$ cat src/rtl/decoder_pkg.sv
`default_nettype none
// ============================================================================
//  Module      : decoder_pkg
//  Description : Shared types, constants and limit helpers for the
//                decimal to two's complement encoder.
//  Revision    : 1.0  initial release
// ============================================================================
package decoder_pkg;

  // Entry state machine encoding
  typedef enum logic [1:0] {
    IDLE   = 2'd0,
    ENTRY  = 2'd1,
    RESULT = 2'd2
  } enc_state_e;

  // Largest legal BCD digit value
  localparam int BCD_MAX = 9;

  // Largest magnitude representable as a positive DW-bit two's complement value
  function automatic int unsigned pos_limit(input int unsigned dw);
    return (32'd1 << (dw - 1)) - 32'd1;
  endfunction

  // Largest magnitude representable as a negative DW-bit two's complement value
  function automatic int unsigned neg_limit(input int unsigned dw);
    return 32'd1 << (dw - 1);
  endfunction

endpackage
`default_nettype wire

$ cat src/rtl/decimal_to_c2_encoder_bcd_mac_step.sv
`default_nettype none
// ============================================================================
//  Module      : bcd_mac_step
//  Description : Combinational decimal shift-in step: acc*10 + digit, plus a
//                flag telling whether the digit is a legal BCD value.
//  Revision    : 1.0  initial release
// ============================================================================
module bcd_mac_step
  import decoder_pkg::*;
#(
  parameter int AW           = 12,
  parameter int NUMBER_WIDTH = 4
) (
  input  logic [AW-1:0]           acc,
  input  logic [NUMBER_WIDTH-1:0] digit,
  output logic [AW-1:0]           next_acc,
  output logic                    digit_ok
);

  localparam logic [NUMBER_WIDTH-1:0] DIGIT_MAX = NUMBER_WIDTH'(BCD_MAX);

  // Multiply by ten as shift-and-add, then append the new digit
  always_comb begin
    next_acc = (acc << 3) + (acc << 1) + {{(AW-NUMBER_WIDTH){1'b0}}, digit};
    digit_ok = (digit <= DIGIT_MAX);
  end

endmodule
`default_nettype wire

$ cat src/rtl/decimal_to_c2_encoder.sv
`default_nettype none
// ============================================================================
//  Module      : decimal_to_c2_encoder
//  Description : Collects a signed decimal number digit by digit (MSD first)
//                with sign toggle, enter and clear keys, and emits the
//                saturated DW-bit two's complement value with a valid pulse.
//  Revision    : 1.0  initial release
// ============================================================================
module decimal_to_c2_encoder
  import decoder_pkg::*;
#(
  parameter int DW           = 8,
  parameter int MAX_DIGITS   = 3,
  parameter int NUMBER_WIDTH = 4
) (
  input  logic                              clk,
  input  logic                              rst,
  input  logic [NUMBER_WIDTH-1:0]           digit,
  input  logic                              digit_valid,
  output logic                              digit_ready,
  input  logic                              sign_key,
  input  logic                              enter,
  input  logic                              clear,
  output logic [DW-1:0]                     number,
  output logic                              number_valid,
  output logic                              overflow,
  output logic                              digit_err,
  output logic                              neg_pending,
  output logic [$clog2(MAX_DIGITS+1)-1:0]   digit_count
);

  localparam int AW = DW + 4;
  localparam int CW = $clog2(MAX_DIGITS + 1);

  localparam logic [AW-1:0] POS_LIM   = AW'(pos_limit(DW));
  localparam logic [AW-1:0] NEG_LIM   = AW'(neg_limit(DW));
  localparam logic [CW-1:0] MAX_COUNT = CW'(MAX_DIGITS);
  localparam logic [DW-1:0] MAX_VAL   = {1'b0, {(DW-1){1'b1}}};
  localparam logic [DW-1:0] MIN_VAL   = {1'b1, {(DW-1){1'b0}}};

  enc_state_e      state;
  enc_state_e      state_nxt;
  logic [AW-1:0]   acc;
  logic [AW-1:0]   mac_next;
  logic            digit_ok;
  logic [DW-1:0]   res_number;
  logic            res_ovf;
  logic [DW-1:0]   sat_number;
  logic            sat_ovf;
  logic            in_entry;
  logic            do_clear;
  logic            do_enter;
  logic            do_digit;
  logic            do_sign;
  logic            digit_accept;

  bcd_mac_step #(
    .AW           (AW),
    .NUMBER_WIDTH (NUMBER_WIDTH)
  ) u_mac (
    .acc      (acc),
    .digit    (digit),
    .next_acc (mac_next),
    .digit_ok (digit_ok)
  );

  // Key decode with priority clear > enter > digit > sign; nothing is taken in RESULT
  always_comb begin
    in_entry     = (state != RESULT);
    do_clear     = in_entry && clear;
    do_enter     = in_entry && !clear && enter;
    do_digit     = in_entry && !clear && !enter && digit_valid;
    do_sign      = in_entry && !clear && !enter && !digit_valid && sign_key;
    digit_accept = do_digit && digit_ok && (digit_count < MAX_COUNT);
  end

  // Range check and saturation of the pending magnitude with its sign
  always_comb begin
    sat_ovf = neg_pending ? (acc > NEG_LIM) : (acc > POS_LIM);
    if (sat_ovf) begin
      sat_number = neg_pending ? MIN_VAL : MAX_VAL;
    end else begin
      sat_number = neg_pending ? (~acc[DW-1:0] + DW'(1)) : acc[DW-1:0];
    end
  end

  // State register
  always_ff @(posedge clk) begin
    if (rst) begin
      state <= IDLE;
    end else begin
      state <= state_nxt;
    end
  end

  // Next-state logic; RESULT lasts exactly one cycle
  always_comb begin
    state_nxt = state;
    if (state == RESULT) begin
      state_nxt = IDLE;
    end else if (do_clear) begin
      state_nxt = IDLE;
    end else if (do_enter) begin
      state_nxt = RESULT;
    end else if (digit_accept || do_sign) begin
      state_nxt = ENTRY;
    end
  end

  // Entry datapath: accumulator, digit count, sign, and staged result
  always_ff @(posedge clk) begin
    if (rst) begin
      acc          <= '0;
      digit_count  <= '0;
      neg_pending  <= 1'b0;
      res_number   <= '0;
      res_ovf      <= 1'b0;
      number       <= '0;
      overflow     <= 1'b0;
      number_valid <= 1'b0;
      digit_err    <= 1'b0;
    end else begin
      number_valid <= (state == RESULT);
      digit_err    <= do_digit && !digit_accept;
      // The result staged on enter becomes visible as RESULT ends
      if (state == RESULT) begin
        number   <= res_number;
        overflow <= res_ovf;
      end
      if (do_clear) begin
        acc         <= '0;
        digit_count <= '0;
        neg_pending <= 1'b0;
      end else if (do_enter) begin
        res_number  <= sat_number;
        res_ovf     <= sat_ovf;
        acc         <= '0;
        digit_count <= '0;
        neg_pending <= 1'b0;
      end else if (digit_accept) begin
        acc         <= mac_next;
        digit_count <= digit_count + CW'(1);
      end else if (do_sign) begin
        neg_pending <= ~neg_pending;
      end
    end
  end

  assign digit_ready = (state != RESULT);

endmodule
`default_nettype wire

$ cat config.mk
export PLATFORM = sky130hd
export DESIGN_NAME = decimal_to_c2_encoder
export DESIGN_NICKNAME = d
export VERILOG_FILES = /design/src/rtl/decoder_pkg.sv /design/src/rtl/decimal_to_c2_encoder_bcd_mac_step.sv /design/src/rtl/decimal_to_c2_encoder.sv
export SDC_FILE = /design/constraint.sdc
export NUM_CORES = 1
export LEC_CHECK = 0
export CORE_ASPECT_RATIO = 1.5
export CORE_MARGIN = 10
export CORE_UTILIZATION = 30
export DETAILED_ROUTE_END_ITERATION = 12
export SETUP_SLACK_MARGIN = 0.05
export SLEW_MARGIN = 0
export SYNTH_ARGS = -nofsm -noshare
export SYNTH_HDL_FRONTEND = slang
export SYNTH_SLANG_ARGS = --single-unit
$ cat constraint.sdc
create_clock -name clk -period 3.2 [get_ports clk]
set_clock_uncertainty 0.2 [all_clocks]
set_input_delay 0.64 -clock clk [delete_from_list [all_inputs] [get_ports clk]]
set_output_delay 0.64 -clock clk [all_outputs]
set_load 0.005 [all_outputs]
==> flow_summary.ini, run 1 <==
[placement]
worst_slack_at_placement_ns = -0.224
dp_hpwl_um = 4030
place.gp.congestion = 0.846
place.port_buffers = 24

[floorplanning]
rows = 37
fp.dieH_um = 124
top_level_ports = 25
die_width_um = 89.4
start_util_pct = 31.2
die-area_mm2 = 0.0111
placeableCoreArea_mm2 = 0.00694

[final_layout]
syn_to_final_growth_pct = 21.9
num-nets-final = 323
num-fill-cells = 733
antennaDiodeCount = 0
layout.cells.most_common = nand2_1
final_cell_mix = nand2_1 (40), dfxtp_1 (37), a21oi_1 (32), clkdlybuf4s50_1 (24)
layout-drive-gt1-share_pct = 8.22

[pwr]
static-leakage-power_nw = 1.03
finalPower_mw = 1.04
pwr_density_cell_mw_per_mm2 = 396
vdd_ir_max_mv = 0.157

[sta]
worst_pin_slew_ns = 0.612
setup_ws_ns = 0.154
fin_crit_ns = 3.05
maxSlewViolCount = 0
whs_ns = 0.246
rsz0062_at_grt = false
hold_viol = 0
finalSetupViolCount = 0
min_period_over_period_pct = 95.2
max_clock_freq_mhz = 328
relSlewSlack_pct = 59.2

[min_path]
min-delay-path-class = reg -> reg

[routing]
wl_per_cell_um = 13.9
route.detailed.vias_per_inst = 5.22
detail_route.drc_violations = 0
routed_wl_um = 5130
drtPass1Iterations = 4
vias = 1931
drt-initial-drc-count = 74
ant_nets = 0

[grt]
gr-total-overflow = 0
largest_net_degree_at_the_start_of_global_routing = 26
grt_pass1_vias = 1858
grt.total_usage_pct = 9.64
global_route_wire_length_before_repair_um = 8650
grt_antenna_before_repair = 0

[clocking]
post_cts.resized_instances = 0
clock_tree.root_cell = clkbuf_8
number_of_h_tree_branching_levels = 2
tritoncts_num_sinks = 37
post_cts.repair.setup_buffers = 0
cts_tree = done
cts-root-to-sink-buffers = 2
clkLatencyLatePin_ns = 0.30
cts.clk_slew.worst_paths_ns = 0.08
cts_buffers = 5
post_cts_hold_buffer_count = 0

[setup_path]
sequence_of_cells_on_the_critical_path = clkdlybuf4s50_1 > fa_1 > ha_1 > a21o_1 > nand4_1 > a211o_1 > a2111oi_1 > a311o_1
critPathMaxStageDelay_ns = 0.50
cpLargestDelayFamily = compound AO/OA/AOI/OAI gates
crit_slowest_cell = clkdlybuf4s50_1
cp_num_buf_inv = 1
crit_fanout = 4
crit_type = in -> reg
worstPathRequired_ns = 3.25
worst_setup_path_end_kind = register
start_kind = primary input
critPathArrivalTime_ns = 3.09

[yosys]
synth_cells = 265
mappedNetlistArea_mm2 = 0.00217
synth_top_flop_cell = dfxtp_1
sequential_fraction_of_the_synthesis_area_pct = 34.2
synth.lib_cells_used.distinct = 48
synth_area_leader_cell = dfxtp_1
proportion_of_register_bits_with_asynchronous_set_or_reset_after_synthesis_pct = 0
synth-seq-cells = 37
ys_warn_count = 0
synth_edf_count = 0
synth_fp_nets = 297
synthTopCellsByArea = dfxtp_1 (34%), ha_1 (12%), a21oi_1 (7.4%)
synth_area_per_cell_um2 = 8.18
yosys.area.top_type_share_pct = 34.2

[job]
cap_viol_max_count = 0

[status]
outcome = finished clean
synth_stat cells, types with 2 or more instances:
cell type	count
ha_1	20
nand2b_1	4
or3_1	2
a211oi_1	4
nand2_1	40
o21ai_0	10
nor2b_1	5
o21a_1	2
nand4_1	2
dfxtp_1	37
a21o_1	6
a211o_1	2
o21ai_1	6
a21oi_1	32
fa_1	2
nor3_1	9
or4_4	2
and3_1	4
inv_1	5
nand3_1	9
xnor2_1	5
a21boi_0	4
a31oi_1	2
nor3b_2	2
clkbuf_1	7
nor2_1	20
worst min-delay path, stage by stage (launching register included):
cell and delay, ns:
dfxtp_1 0.32, nand2_1 0.05, nand2_1 0.04
power by group:
group | switching (mW) | internal [mW]
registers | 0.00502 | 0.467
clock network | 0.183 | 0.314
logic | 0.0438 | 0.0326
total | 0.232 | 0.813
registers in the layout, indices dropped and copies added, names as in the netlist, 2 cells and up:
| name | flops |
|---|---|
| acc | 12 |
| number | 8 |
| res_number | 8 |
| digit_count | 2 |
| state | 2 |
routing by layer:
metal	share of wire, %	track usage, %	wire, um	up-vias
met1	43	10.8	2220	895
li1	-	-	-	999
met3	3.1	1.18	157	5
met5	0	0	0	-
met4	1.8	4.19	92	0
met2	52	17.5	2660	32
final timing paths:
check	from	end	slack (ns)	cells past startpoint
min	res_number[6]	res_number[6]	0.25	2
max reg2reg	acc[2]	acc[11]	0.42	7
min reg2reg	res_number[6]	res_number[6]	0.25	2
max	digit[3]	acc[11]	0.15	8
metrics by stage:
stage | TNS [ns] | util [%] | cell area, um2 | cells
floorplan | 0 | - | 2170 | 265
global placement | -0.342 | 36.0 | 2500 | 362
detailed placement | -0.511 | 36.0 | 2500 | 362
CTS | 0 | 38.0 | 2640 | 370
global route | 0 | 38.0 | 2640 | 370
finish | 0 | 38.0 | 2640 | 370
cells by family (layout without fill, tap and decap cells):
kind of cell,count (synthesis),after routing,share of synthesized area (%)
simple gates,109,109,25.5
flops,37,37,34.2
fa+ha+maj,22,22,13.4
buf+inv,16,43,3.00
xor+xnor,5,5,2.02
compound gates,76,76,21.9
final cells by class:
class	count	area, um2	area share, %
well taps	78	97.6	3.69
clock inverters	3	68.8	2.61
repair buffers	29	278	10.5
multi-input cells	212	1370	51.7
inverters	6	22.5	0.853
clock buffers	5	68.8	2.61
flip-flops and latches	37	741	28.0
(Power assumes the default switching activity.)
==> inputs of run 2 (changes only) <==
==> constraint.sdc (replaced) <==
create_clock -name clk -period 3.2 [get_ports clk]
set_clock_uncertainty 0.2 [all_clocks]
set_input_delay 0.32 -clock clk [delete_from_list [all_inputs] [get_ports clk]]
set_output_delay 0.32 -clock clk [all_outputs]
set_load 0.005 [all_outputs]
==> run 2 against run 1 <==
Register-to-register slack barely moved; core utilization decreased by 0.16 points; design area is 0.43% lower; setup slack gained 0.20 ns; count of clock-buffer cells in the layout unchanged; die area is the same; non-clock buffer count fell by 1; wire length shrank 1.9%; via count is 0.47% higher; power fell by 0.70%; sequential cell count unchanged; largest cell class unchanged.
==> flow_summary.ini, run 2 (synthesis gave the netlist of run 1 again) <==
[pwr]
vdd_ir_max_mv = 0.146
static-leakage-power_nw = 1.02
pwr_density_cell_mw_per_mm2 = 394

[final_layout]
final_cell_mix = nand2_1 (40), dfxtp_1 (37), a21oi_1 (32), clkdlybuf4s50_1 (24)
antennaDiodeCount = 0
largest_register_ff_count = 12
biggestRegsByFlops = acc x12, number x8, res_number x8
layout.cells.most_common = nand2_1
layout-drive-gt1-share_pct = 7.56
regMostFlops = acc
num-nets-final = 322
syn_to_final_growth_pct = 21.4
final_design_area_no_fill_mm2 = 0.00263

[setup_path]
sequence_of_cells_on_the_critical_path = clkdlybuf4s50_1 > fa_1 > inv_1 > fa_1 > nor2b_1 > o31a_1 > nor2_1 > o2111a_1 > a211o_1
worstPathRequired_ns = 3.19
crit_fanout = 3
critPathMaxStageDelay_ns = 0.58
critPathArrivalTime_ns = 2.83
start_kind = primary input
crit_type = in -> reg
reg2reg_from = acc[2]
startpoint = digit[3]
worst_setup_path_end_kind = register
crit_slowest_cell = fa_1
path_common_cell = fa_1

[grt]
grt_util_met1_pct = 10.7
largest_net_degree_at_the_start_of_global_routing = 25
grt_util_met2_pct = 16.4
top_usage_layer = met2
gr-total-overflow = 0
grt_pass1_vias = 1793
grt_antenna_before_repair = 0
grt.total_usage_pct = 9.42
grtUsageMet3_pct = 1.63
global_route_wire_length_before_repair_um = 8360

[clocking]
clock_tree.root_cell = clkbuf_8
cts.clk_slew.worst_paths_ns = 0.08
clkLatencyLatePin_ns = 0.29
cts_tree = done
post_cts.resized_instances = 0
cts_buffers = 5
tritoncts_num_sinks = 37
cts-root-to-sink-buffers = 2
number_of_h_tree_branching_levels = 2
post_cts.repair.setup_buffers = 0
post_cts_hold_buffer_count = 0

[job]
cap_viol_max_count = 0

[floorplanning]
start_util_pct = 31.2
rows = 37
die_width_um = 89.4
fp.dieH_um = 124
die-area_mm2 = 0.0111
top_level_ports = 25
placeableCoreArea_mm2 = 0.00694

[min_path]
min-delay-path-class = reg -> reg
hold_start = res_number[6]

[placement]
dp_hpwl_um = 3950
place.gp.congestion = 0.853
place.port_buffers = 24
dpl-instance-area_mm2 = 0.00249

[sta]
max_clock_freq_mhz = 352
maxSlewViolCount = 0
hold_viol = 0
min_period_over_period_pct = 88.8
rsz0062_at_grt = false
whs_ns = 0.242
aggregate_negative_setup_slack_ns = 0
relSlewSlack_pct = 59.1
finalSetupViolCount = 0
fin_crit_ns = 2.84
worst_pin_slew_ns = 0.613

[routing]
drt-initial-drc-count = 101
ant_nets = 0
route.detailed.vias_per_inst = 5.26
detail_route.drc_violations = 0
routed_wl_um = 5030
wl_per_cell_um = 13.6
drtPass1Iterations = 4
vias = 1940

[status]
outcome = finished clean
==> run 2: final cells by class <==
cell class,instances,area [um2]
multi-input cells,212,1360
fillers,733,4310
flip-flops and latches,37,741
well taps,78,97.6
repair buffers,28,270
clock buffers,5,68.8
clock inverters,3,68.8
inverters,6,22.5
==> run 2: final timing paths <==
path                        end  slack (ns)  depth (start not counted)
setup reg to reg        acc[11]        0.42                          7
hold reg to reg   res_number[6]        0.24                          2
setup / recovery        acc[10]        0.36                          9
hold / removal    res_number[6]        0.24                          2
==> run 2: report_power, final <==
group	leakage [nW]	switching [mW]	internal, mW
Combinational	0.654	0.0428	0.0321
Clock	0.0687	0.177	0.314
Sequential	0.299	0.00504	0.466
==> run 2: layer usage <==
metal  part of all wire (%)  routed length, um
met5                      0                  0
met4                    2.0                101
met3                    3.2                161
met2                     51               2560
met1                     44               2210
==> run 2: per-stage QoR <==
step                cells  power (mW)  util (%)  setup slack, ns
CTS                   369        1.05      37.9            0.372
detailed placement    361       0.559      35.9           0.0608
finish                369        1.04      37.9            0.358
global placement      361       0.558      35.9            0.110
floorplan             265       0.526         -            0.663
global route          369        1.08      37.9            0.244
==> run 2: worst max-delay path, delay by kind of cell <==
family                     cells  cell delay, ns
and+or+nand+nor                2            0.26
AOI/OAI and AO/OA              3            0.69
buffers and inverters          2            0.52
adders and majority gates      2            1.02
==> inputs of run 3 (changes only) <==
Settings changed: CORE_MARGIN 10 to not set.
==> run 3 against run 2 <==
The run now ends with design-rule violations left; die area shrank 32%; final cell count shrank 0.27%; critical path type unchanged; setup slack lost 0.012 ns; via count shrank 1.2%; count of clock-buffer cells in the layout is the same; largest power group is now sequential cells; combinational power hardly changed; maximum frequency down 0.43%; critical path depth unchanged; core utilization fell by 0.85 points; critical endpoint unchanged; register-to-register slack barely moved; first-iteration DRC count down 2.0%.
==> flow_summary.ini, run 3 (synthesis gave the netlist of run 1 again) <==
[status]
outcome = complete, but fails checks
failing_checks = design-rule violations

[routing]
routed_wl_um = 4930
drt-initial-drc-count = 99
detail_route.drc_violations = 3
vias = 1916
ant_nets = 0
route.detailed.vias_per_inst = 5.21
drtPass1Iterations = 8
wl_per_cell_um = 13.4

[grt]
global_route_wire_length_before_repair_um = 8300
grt.total_usage_pct = 13.9
grt_pass1_vias = 1795
largest_net_degree_at_the_start_of_global_routing = 25
gr-total-overflow = 0
grt_antenna_before_repair = 0

[placement]
dpl-instance-area_mm2 = 0.00248
worst_slack_at_placement_ns = 0.0370
place.gp.congestion = 0.814
place.port_buffers = 24
dp_hpwl_um = 3700

[final_layout]
num-fill-cells = 763
antennaDiodeCount = 0
ff_latch_area_um2 = 741
regMostFlops = acc
biggestRegsByFlops = acc x12, number x8, res_number x8
syn_to_final_growth_pct = 18.6
layout-drive-gt1-share_pct = 7.24
final_cell_mix = nand2_1 (40), dfxtp_1 (37), a21oi_1 (32), clkdlybuf4s50_1 (24)
final_design_area_no_fill_mm2 = 0.00257
multiInputGateArea_mm2 = 0.00136
num-nets-final = 321
largest_register_ff_count = 12
layout.cells.most_common = nand2_1

[floorplanning]
placeableCoreArea_mm2 = 0.00694
start_util_pct = 31.2
die-area_mm2 = 0.00757
fp.dieH_um = 106
die_width_um = 71.4
top_level_ports = 25
rows = 37

[clocking]
cts_buffers = 5
clock_tree.root_cell = clkbuf_8
post_cts.resized_instances = 0
cts-root-to-sink-buffers = 2
post_cts_hold_buffer_count = 0
number_of_h_tree_branching_levels = 2
tritoncts_num_sinks = 37
cts.clk_slew.worst_paths_ns = 0.08
clkLatencyLatePin_ns = 0.29
cts_tree = done
post_cts.repair.setup_buffers = 0

[sta]
relSlewSlack_pct = 55.9
finalSetupViolCount = 0
max_clock_freq_mhz = 350
setup_ws_ns = 0.346
maxSlewViolCount = 0
aggregate_negative_setup_slack_ns = 0
hold_viol = 0
whs_ns = 0.245
rsz0062_at_grt = false
worst_pin_slew_ns = 0.660
min_period_over_period_pct = 89.2
fin_crit_ns = 2.85

[setup_path]
cpLargestDelayFamily = adder cells
crit_fanout = 3
worstPathRequired_ns = 3.19
crit_slowest_cell = fa_1
sequence_of_cells_on_the_critical_path = clkdlybuf4s50_1 > fa_1 > inv_1 > fa_1 > nor2b_1 > o31a_1 > nor2_1 > o2111a_1 > a211o_1
critPathArrivalTime_ns = 2.84
crit_type = in -> reg
cp_num_buf_inv = 2
critPathMaxStageDelay_ns = 0.57
worst_setup_path_end_kind = register
path_common_cell = fa_1
start_kind = primary input

[job]
cap_viol_max_count = 0

[pwr]
power.clock.fraction_pct = 37.4
switching_share_pct = 25.7
comb_power_share_pct = 8.6
pwr_density_cell_mw_per_mm2 = 340
finalPower_mw = 0.873
static-leakage-power_nw = 0.993
pwr-share-seq_pct = 54.0
vdd_ir_max_mv = 0.152
power.switching_mw = 0.225
intPower_mw = 0.648

[min_path]
min-delay-path-class = reg -> reg
-- run 3: changes by cell type in the layout (fill, tap and decap cells not counted) --
| cell | previous run | this run |
|---|---|---|
| bufinv_16 | 2 | 0 |
| clkinv_2 | 0 | 2 |
| clkinvlp_4 | 0 | 1 |
| inv_6 | 1 | 0 |
| buf_4 | 4 | 3 |
-- run 3: through the flow --
| stage | std cells | utilization (%) |
|---|---|---|
| final | 368 | 37.0 |
| after global routing | 368 | 37.0 |
| after CTS | 368 | 37.0 |
| after detailed placement | 360 | 35.8 |
| after global placement | 360 | 35.8 |
| after floorplan | 265 | - |
-- run 3: routing by layer --
metal | vias to the layer above | track usage [%] | part of all wire [%]
met3 | 10 | 2.27 | 3.0
li1 | 1000 | - | -
met1 | 869 | 15.9 | 44
met4 | 0 | 6.57 | 2.6
met2 | 37 | 24.6 | 51
met5 | - | 0 | 0
-- run 3: path summary, 6_finish.rpt --
kind                               startpoint             to  slack [ns]  cells after the start
worst max-delay path                 digit[3]        acc[10]        0.35                      9
worst min-delay path            res_number[6]  res_number[6]        0.24                      2
worst max register to register         acc[0]        acc[10]        0.42                      8
worst min register to register  res_number[6]  res_number[6]        0.24                      2
-- run 3: final cells by class --
cell class	count	area share [%]
Clock buffer	5	2.68
Clock inverter	3	0.681
Inverter	6	0.876
Multi-Input combinational cell	212	52.9
Sequential cell	37	28.8
Tap cell	78	3.80
Timing Repair Buffer	27	10.2
-- run 3: tightest hold or removal path, cell delays in order, from the launching register on --
cell and delay [ns]:
dfxtp_1 0.32, nand2_1 0.05, nand2_1 0.04
-- run 3: power groups by stage --
stage	Sequential [mW]	Clock [mW]	Combinational (mW)
final	0.472	0.327	0.0748
after global routing	0.473	0.351	0.0833
after CTS	0.472	0.332	0.0758
after detailed placement	0.483	0	0.0752
after global placement	0.482	0	0.0745
after floorplan	0.481	0	0.0457
